--- src/rtl/decimal_key_pkg.sv ---
// Shared constants, FSM state type and small index helpers for the keypad-to-BCD front end.
// Latency: none (package only).
// Backpressure: n/a.
package decimal_key_pkg;

    localparam int NUM_KEYS = 10;
    localparam int BCD_W    = 4;

    typedef enum logic {
        IDLE = 1'b0,
        SEND = 1'b1
    } state_t;

    // Round-robin successor of a digit index, wrapping 9 -> 0.
    function automatic logic [BCD_W-1:0] next_idx(input logic [BCD_W-1:0] i);
        return (i == BCD_W'(NUM_KEYS - 1)) ? '0 : i + BCD_W'(1);
    endfunction

    // One-hot key vector for a digit index; indices above 9 map to all-zero.
    function automatic logic [NUM_KEYS-1:0] onehot(input logic [BCD_W-1:0] i);
        logic [NUM_KEYS-1:0] oh;
        oh = '0;
        for (int k = 0; k < NUM_KEYS; k++) begin
            oh[k] = (i == BCD_W'(k));
        end
        return oh;
    endfunction

endpackage

--- src/rtl/rr_key_picker.sv ---
// Round-robin first-one search over the pending key vector, starting at ptr and wrapping 9 -> 0.
// Latency: purely combinational.
// Backpressure: none; the caller decides when to take the result.
// Ports: req = pending keys, ptr = search start (0..9), any = some request set, index = winning digit.
module rr_key_picker
    import decimal_key_pkg::*;
(
    input  logic [NUM_KEYS-1:0] req,
    input  logic [BCD_W-1:0]    ptr,
    output logic                any,
    output logic [BCD_W-1:0]    index
);

    logic             found;
    logic [BCD_W-1:0] pos;
    int               p;

    always_comb begin
        any   = |req;
        index = '0;
        found = 1'b0;
        pos   = '0;
        p     = 0;
        for (int i = 0; i < NUM_KEYS; i++) begin
            // Modular offset from ptr keeps the result inside 0..9.
            p = int'(ptr) + i;
            if (p >= NUM_KEYS) begin
                p = p - NUM_KEYS;
            end
            pos = BCD_W'(p);
            if (!found && req[pos]) begin
                found = 1'b1;
                index = pos;
            end
        end
    end

endmodule

--- src/rtl/decimal_key_scheduler.sv ---
// Synchronises and debounces a 10-line keypad, latches each new press as pending, serialises via round robin.
// Latency: DEBOUNCE_CYCLES+3 edges to pending, bcd_valid one edge later; at most one digit per 2 cycles.
// Backpressure: bcd_out/bcd_valid held while bcd_ready=0; further presses accumulate in pending.
// Ports: clk/rst_n, key_in raw keys, bcd_out/bcd_valid/bcd_ready digit handshake,
//        pending = latched undelivered presses, overrun = sticky re-press of a pending key.
module decimal_key_scheduler
    import decimal_key_pkg::*;
#(
    parameter int DEBOUNCE_CYCLES = 4,
    parameter int CNT_W           = 4
) (
    input  logic                clk,
    input  logic                rst_n,
    input  logic [NUM_KEYS-1:0] key_in,
    output logic [BCD_W-1:0]    bcd_out,
    output logic                bcd_valid,
    input  logic                bcd_ready,
    output logic [NUM_KEYS-1:0] pending,
    output logic                overrun
);

    localparam logic [CNT_W-1:0] CNT_MAX = CNT_W'(DEBOUNCE_CYCLES - 1);

    // Input synchroniser and debounce state.
    logic [NUM_KEYS-1:0] s1, s2;
    logic [NUM_KEYS-1:0] cand;
    logic [NUM_KEYS-1:0] stable;
    logic [CNT_W-1:0]    cnt;

    // Request bookkeeping.
    logic [NUM_KEYS-1:0] pending_q, pending_nxt;
    logic                overrun_q, overrun_nxt;
    logic                commit;
    logic [NUM_KEYS-1:0] press;
    logic [NUM_KEYS-1:0] clr;
    logic                hs;

    // Grant FSM.
    state_t              state, state_nxt;
    logic [BCD_W-1:0]    ptr, ptr_nxt;
    logic [BCD_W-1:0]    out_q, out_nxt;
    logic                vld_q, vld_nxt;
    logic                pick_any;
    logic [BCD_W-1:0]    pick_idx;

    // ------------------------------------------------------------------
    // Two-flop synchroniser followed by the debounce counter. The counter
    // saturates at CNT_MAX, so a held vector re-commits every cycle; that is
    // harmless because press only sees 0->1 changes against stable.
    // ------------------------------------------------------------------
    always_ff @(posedge clk or negedge rst_n) begin
        if (!rst_n) begin
            s1     <= '0;
            s2     <= '0;
            cand   <= '0;
            stable <= '0;
            cnt    <= '0;
        end else begin
            s1 <= key_in;
            s2 <= s1;
            if (s2 != cand) begin
                cand <= s2;
                cnt  <= '0;
            end else if (cnt == CNT_MAX) begin
                stable <= cand;
            end else begin
                cnt <= cnt + CNT_W'(1);
            end
        end
    end

    assign commit = (s2 == cand) && (cnt == CNT_MAX);
    assign press  = commit ? (cand & ~stable) : '0;

    // A digit completes when the consumer takes it; its pending bit clears.
    assign hs  = vld_q & bcd_ready;
    assign clr = hs ? onehot(out_q) : '0;

    // Press is ORed in after the clear, so a same-cycle press on the bit
    // being delivered keeps it pending and is not counted as an overrun.
    always_comb begin
        pending_nxt = (pending_q & ~clr) | press;
        overrun_nxt = overrun_q | (|(press & pending_q & ~clr));
    end

    always_ff @(posedge clk or negedge rst_n) begin
        if (!rst_n) begin
            pending_q <= '0;
            overrun_q <= 1'b0;
        end else begin
            pending_q <= pending_nxt;
            overrun_q <= overrun_nxt;
        end
    end

    rr_key_picker u_picker (
        .req   (pending_q),
        .ptr   (ptr),
        .any   (pick_any),
        .index (pick_idx)
    );

    // ------------------------------------------------------------------
    // Grant FSM: IDLE picks from the registered pending vector, SEND holds
    // the digit until accepted. Returning through IDLE gives the cleared
    // pending bit a cycle to land before the next pick.
    // ------------------------------------------------------------------
    always_comb begin
        state_nxt = state;
        ptr_nxt   = ptr;
        out_nxt   = out_q;
        vld_nxt   = vld_q;
        case (state)
            IDLE: begin
                if (pick_any) begin
                    out_nxt   = pick_idx;
                    vld_nxt   = 1'b1;
                    state_nxt = SEND;
                end
            end
            SEND: begin
                if (bcd_ready) begin
                    ptr_nxt   = next_idx(out_q);
                    out_nxt   = '0;
                    vld_nxt   = 1'b0;
                    state_nxt = IDLE;
                end
            end
            default: begin
                state_nxt = IDLE;
                out_nxt   = '0;
                vld_nxt   = 1'b0;
            end
        endcase
    end

    always_ff @(posedge clk or negedge rst_n) begin
        if (!rst_n) begin
            state <= IDLE;
            ptr   <= '0;
            out_q <= '0;
            vld_q <= 1'b0;
        end else begin
            state <= state_nxt;
            ptr   <= ptr_nxt;
            out_q <= out_nxt;
            vld_q <= vld_nxt;
        end
    end

    assign bcd_out   = out_q;
    assign bcd_valid = vld_q;
    assign pending   = pending_q;
    assign overrun   = overrun_q;

endmodule

--- config.mk ---
export PLATFORM = sky130hd
export DESIGN_NAME = decimal_key_scheduler
export DESIGN_NICKNAME = d
export VERILOG_FILES = /design/src/rtl/decimal_key_pkg.sv /design/src/rtl/rr_key_picker.sv /design/src/rtl/decimal_key_scheduler.sv
export SDC_FILE = /design/constraint.sdc
export NUM_CORES = 1
export LEC_CHECK = 0
export ABC_AREA = 1
export CORE_ASPECT_RATIO = 1.5
export CORE_MARGIN = 8
export CORE_UTILIZATION = 60
export CTS_CLUSTER_DIAMETER = 50
export DETAILED_ROUTE_END_ITERATION = 8
export PLACE_DENSITY = 0.8
export SLEW_MARGIN = 20
export SYNTH_ARGS = -nofsm -noshare
export SYNTH_HDL_FRONTEND = slang
export SYNTH_SLANG_ARGS = --single-unit
--- constraint.sdc ---
create_clock -name clk -period 4.1 [get_ports clk]
set_clock_uncertainty 0.05 [all_clocks]
set_input_delay 1.23 -clock clk [delete_from_list [all_inputs] [get_ports clk]]
set_output_delay 1.23 -clock clk [all_outputs]
set_load 0.02 [all_outputs]
==> results.yml, run 1 <==
timing:
  setup_viol: 0
  rsz0062_at_grt: "false"
  setup-tns-final_ps: 0
  worst_slew_pin_slew_ps: 827
  period_share: 0.886
  fmax_mhz: 275
  hold_viol: 0
  slew_headroom: 0.443
  period_minus_slack_ps: 3630
  drv_slew: 0
setup_path:
  critPathLaunch: "ptr[2]$_DFFE_PN0P_"
  crit_buf_inv: 2
  endpoint: "bcd_out[3]$_DFFE_PN0P_"
  crit_path_cell_trace: "ha_1, inv_1, fa_1, a31o_2, o21ai_0, o211ai_1, nand3b_1, nand2_1, inv_1, nand3_2, nor2_4, nand3_2, nor2_1, o21bai_1, nand2_1, nand2_1, nand2_1"
  crit_path_max_incr_delay_ps: 710
  crit_fanout: 13
  crit_type: "flip-flop to flip-flop"
  crit_slowest_cell: "dfrtp_1"
  reg2reg_to: "bcd_out[3]$_DFFE_PN0P_"
  r2r_cells: 17
  critical_path_depth: 17
  start_kind: "flip-flop"
  cp_common_cell: "nand2_1"
  critPathCaptureType: "flip-flop"
  cpLargestDelayFamily: "compound AO/OA/AOI/OAI gates"
  r2r_slack_ps: 470
  cp.arrival_ps: 3800
  r2r-start: "ptr[2]$_DFFE_PN0P_"
  cp.required_ps: 4270
yosys:
  netlist_area_sq_mm: 0.00468
  syn_nets: 684
  seq_area_frac_synth: 0.347
  syn_inst: 646
  synth_top_cell_by_area: "dfrtp_1"
  yosys.cell_types.count: 49
  async_reset_ff_frac: 1.00
  synthTopCellsByArea: "dfrtp_1, nand2_1, ha_1, nand3_1, inv_1"
  yosysTopAreaCellShare: 0.347
  synth_ff_type: "dfrtp_1"
  avgSynthCellArea_sq_um: 7.25
  yosysWarnings: 0
  yosys_register_bits: 65
  synth_edf_count: 0
floorplan:
  dieArea_sq_mm: 0.0109
  die_h_um: 124
  die_width_um: 88.1
  num_rows: 39
  fp.coreArea_sq_mm: 0.00761
  initial_utilization: 0.615
  ios: 29
finish:
  layout_commonest_cell: "nand2_1"
  layout_common_cells: "nand2_1, inv_1, dfrtp_1, nand3_1, o21ai_0"
  drive_gt1_frac: 0.0932
  seq_area_sq_mm: 0.00163
  synthToLayoutAreaGrowth_pct: 14.0
  fillCellCount: 650
  diodes: 0
  multi_input_area_sq_mm: 0.00264
  num-nets-final: 709
cts:
  path_clk_slew_ps: 50
  cts_htree_levels: 3
  ctsHoldBuffers: 0
  clock_latency_ps: 330
  ctsRootBufferMaster: "clkbuf_16"
  cts_resized: 0
  cts_max_path_buffers: 2
  clkSinkCount: 65
  cts_setup_buffers: 0
  cts_tree: "done"
  cts_buffers: 9
global_route:
  antenna_found_initial: 0
  grt_pass1_wl_mm: 21.1
  first_global_vias: 4492
  track_usage: 0.248
  grt_start_max_net_pins: 37
  grt-ovfl-total: 0
flow_run:
  max_cap_viol_count: 0
worst_hold_path:
  hold_path.class: "flip-flop to flip-flop"
  hold_depth: 0
  hold_start: "s1[0]$_DFF_PN0_"
routing:
  drt_first_pass_iters: 5
  routed_wl_mm: 12.9
  wl_per_cell_um: 16.6
  ant_nets: 0
  vias_per_cell: 5.74
  drc: 0
  drt-initial-drc-count: 300
  num_vias: 4465
place:
  dp_hpwl_mm: 9.67
  gp_congestion: 1.07
  io_buffers: 28
outcome:
  outcome: "finished, final reports clean"
-- through the flow --
step | utilization | hold slack, ps | cells | area, sq um | worst slack, ps
2_1_floorplan | - | 281 | 646 | 4680 | 740
3_3_place_gp | 0.660 | 286 | 762 | 5030 | 683
3_5_place_dp | 0.660 | 286 | 762 | 5030 | 636
4_1_cts | 0.702 | 302 | 778 | 5340 | 625
5_1_grt | 0.702 | 311 | 778 | 5340 | 215
6_report | 0.702 | 298 | 778 | 5340 | 467
-- Yosys cell counts, types with 2 or more instances --
cell / count
o21ai_1: 8
a31oi_1: 2
or2_1: 2
nor2_4: 2
nor4_1: 5
xor2_1: 12
nand3_4: 2
a21oi_2: 3
nand2_1: 178
clkbuf_1: 12
nand3_2: 6
inv_2: 4
xnor2_1: 5
buf_6: 3
inv_1: 76
xor2_2: 2
o211ai_1: 7
nand2_4: 4
ha_1: 24
dfrtp_1: 65
buf_2: 3
nor2_1: 38
nor3_1: 13
and2_4: 2
a21oi_1: 11
o22ai_1: 2
o21a_1: 4
or2_2: 3
nand2_2: 10
nand3_1: 60
nand3b_1: 5
nand4_1: 9
o21ai_0: 48
-- per-layer routing --
layer	part of all wire	track usage	vias up
li1	-	-	2147
met5	0	0	-
met2	0.53	0.441	153
met4	0.060	0.164	0
met3	0.039	0.0423	60
met1	0.37	0.251	2105
-- sequential cells by signal (all words and copies together) (netlist names) --
| signal | flops |
|---|---|
| state | 1 |
| overrun | 1 |
| stable | 10 |
| s1 | 10 |
| pending | 10 |
| cnt | 4 |
| cand | 10 |
| s2 | 10 |
| ptr | 4 |
| bcd_valid | 1 |
| bcd_out | 4 |
-- worst min-delay path by stage --
stage,endpoint,slack [ps]
final,s2[0]$_DFF_PN0_,300
after global routing,s2[9]$_DFF_PN0_,310
after CTS,s2[0]$_DFF_PN0_,300
after detailed placement,s2[0]$_DFF_PN0_,290
after global placement,s2[4]$_DFF_PN0_,290
after floorplan,s2[0]$_DFF_PN0_,280
-- layout make-up --
cell class / count / area share
clock buffers: 11 / 0.0436
well taps: 102 / 0.0239
multi-input cells: 479 / 0.495
repair buffers: 33 / 0.0586
clock inverters: 5 / 0.0150
flip-flops and latches: 65 / 0.305
inverters: 83 / 0.0597
-- kinds of logic after synthesis --
logic type,Yosys count,share of synthesized area
AND/OR/NAND/NOR,341,0.339
XOR/XNOR,19,0.0387
AO/OA/AOI/OAI,94,0.118
flip-flops,65,0.347
adder cells (fa/ha/maj),25,0.0684
buffers and inverters,102,0.0889
Power of run 1 is not shown: default switching activity piles up to over one toggle a cycle in this logic, so the estimate is an artifact.
==> run 2, diff against run 1 <==
PLACE_DENSITY = 0.92   (was 0.8)
clock period = 3.9 ns   (was 4.1 ns; I/O delays follow)
==> results.yml, run 2 (synthesized netlist as in run 1, its figures left out) <==
outcome:
  outcome: "finished, final reports clean"
timing:
  period_minus_slack_ps: 3520
  setup-tns-final_ps: 0
  worst_slew_pin_slew_ps: 774
  slew_headroom: 0.479
  setup_viol: 0
  rsz0062_at_grt: "false"
  drv_slew: 0
  period_share: 0.904
  fmax_mhz: 284
  hold_viol: 0
global_route:
  first_global_vias: 4524
  grt_start_max_net_pins: 37
  grt-ovfl-total: 0
  grt_pass1_wl_mm: 22.2
  track_usage: 0.263
  antenna_found_initial: 0
cts:
  cts_resized: 0
  ctsRootBufferMaster: "clkbuf_16"
  cts_setup_buffers: 0
  clkSinkCount: 65
  cts_buffers: 9
  cts_tree: "done"
  ctsHoldBuffers: 0
  path_clk_slew_ps: 50
  cts_max_path_buffers: 2
  clock_latency_ps: 330
  cts_htree_levels: 3
floorplan:
  die_width_um: 88.1
  fp.coreArea_sq_mm: 0.00761
  initial_utilization: 0.615
  dieArea_sq_mm: 0.0109
  die_h_um: 124
  num_rows: 39
  ios: 29
finish:
  stdcell_count: 779
  design_area_sq_mm: 0.00532
  layout_common_cells: "nand2_1, inv_1, dfrtp_1, nand3_1, o21ai_0"
  num-nets-final: 712
  layout_commonest_cell: "nand2_1"
  diodes: 0
  drive_gt1_frac: 0.0975
  synthToLayoutAreaGrowth_pct: 13.6
routing:
  vias_per_cell: 5.91
  drt_first_pass_iters: 6
  routed_wl_mm: 13.9
  drt-initial-drc-count: 365
  num_vias: 4605
  wl_per_cell_um: 17.9
  drc: 0
  ant_nets: 0
place:
  dp_hpwl_mm: 10.5
  placed_cells: 765
  io_buffers: 28
  gp_congestion: 0.991
  placed_area_sq_mm: 0.00505
setup_path:
  crit_fanout: 9
  cp.required_ps: 4070
  cp.arrival_ps: 3690
  critPathCaptureType: "flip-flop"
  crit_type: "flip-flop to flip-flop"
  start_kind: "flip-flop"
flow_run:
  max_cap_viol_count: 0
worst_hold_path:
  hold_path.class: "flip-flop to flip-flop"
## run 2: cell count changes in the layout (fill, tap and decap cells not counted), sizes merged
cell,change
bufinv,-2
clkinvlp,-1
buf,+3
clkinv,+1
## run 2: final cells by class
cell class	count	area, sq um
inverters	83	319
flip-flops and latches	65	1630
multi-input cells	479	2640
clock buffers	11	253
well taps	102	128
clock inverters	3	17.5
repair buffers	36	335
fillers	615	2290
## run 2: metrics by stage
step / util / hold WS (ps) / worst slack, ps
final: 0.699 / 301 / 376
after CTS: 0.699 / 302 / 395
after global routing: 0.699 / 304 / 90.5
after floorplan: - / 281 / 540
after global placement: 0.663 / 287 / 504
after detailed placement: 0.663 / 286 / 418
## run 2: worst paths after layout
path,from,endpoint,slack [ps],cells after the start
min reg2reg,s1[2]$_DFF_PN0_,s2[2]$_DFF_PN0_,300,0
max reg2reg,ptr[0]$_DFFE_PN0P_,bcd_out[3]$_DFFE_PN0P_,380,22
min,s1[2]$_DFF_PN0_,s2[2]$_DFF_PN0_,300,0
max,ptr[0]$_DFFE_PN0P_,bcd_out[3]$_DFFE_PN0P_,380,22
min in group asynchronous,rst_n,s1[1]$_DFF_PN0_,860,1
max in group asynchronous,rst_n,s1[6]$_DFF_PN0_,2060,2
## run 2: critical path, stage by stage, from the launching register on
cell	delay, ps
dfrtp_1	530
inv_4	120
ha_1	410
inv_1	210
ha_1	250
nand2_2	90
nand2_2	80
nand2_2	90
nand2_2	100
nand2_2	90
nand3_1	110
nand3_2	150
nand2_4	140
nand3_4	90
nor2_4	140
nand3_2	110
nor2_4	150
nand3_2	120
nor2_1	100
o21bai_1	110
nand2_1	70
nand2_1	60
nand2_1	50
## run 2: metal layers
metal | up-vias | wire [um] | global-route usage
met5 | - | 0 | 0
met4 | 0 | 980 | 0.208
met3 | 76 | 741 | 0.0476
met2 | 227 | 7530 | 0.472
met1 | 2147 | 4680 | 0.249
li1 | 2155 | - | -
Power of run 2 is left out for the same reason.
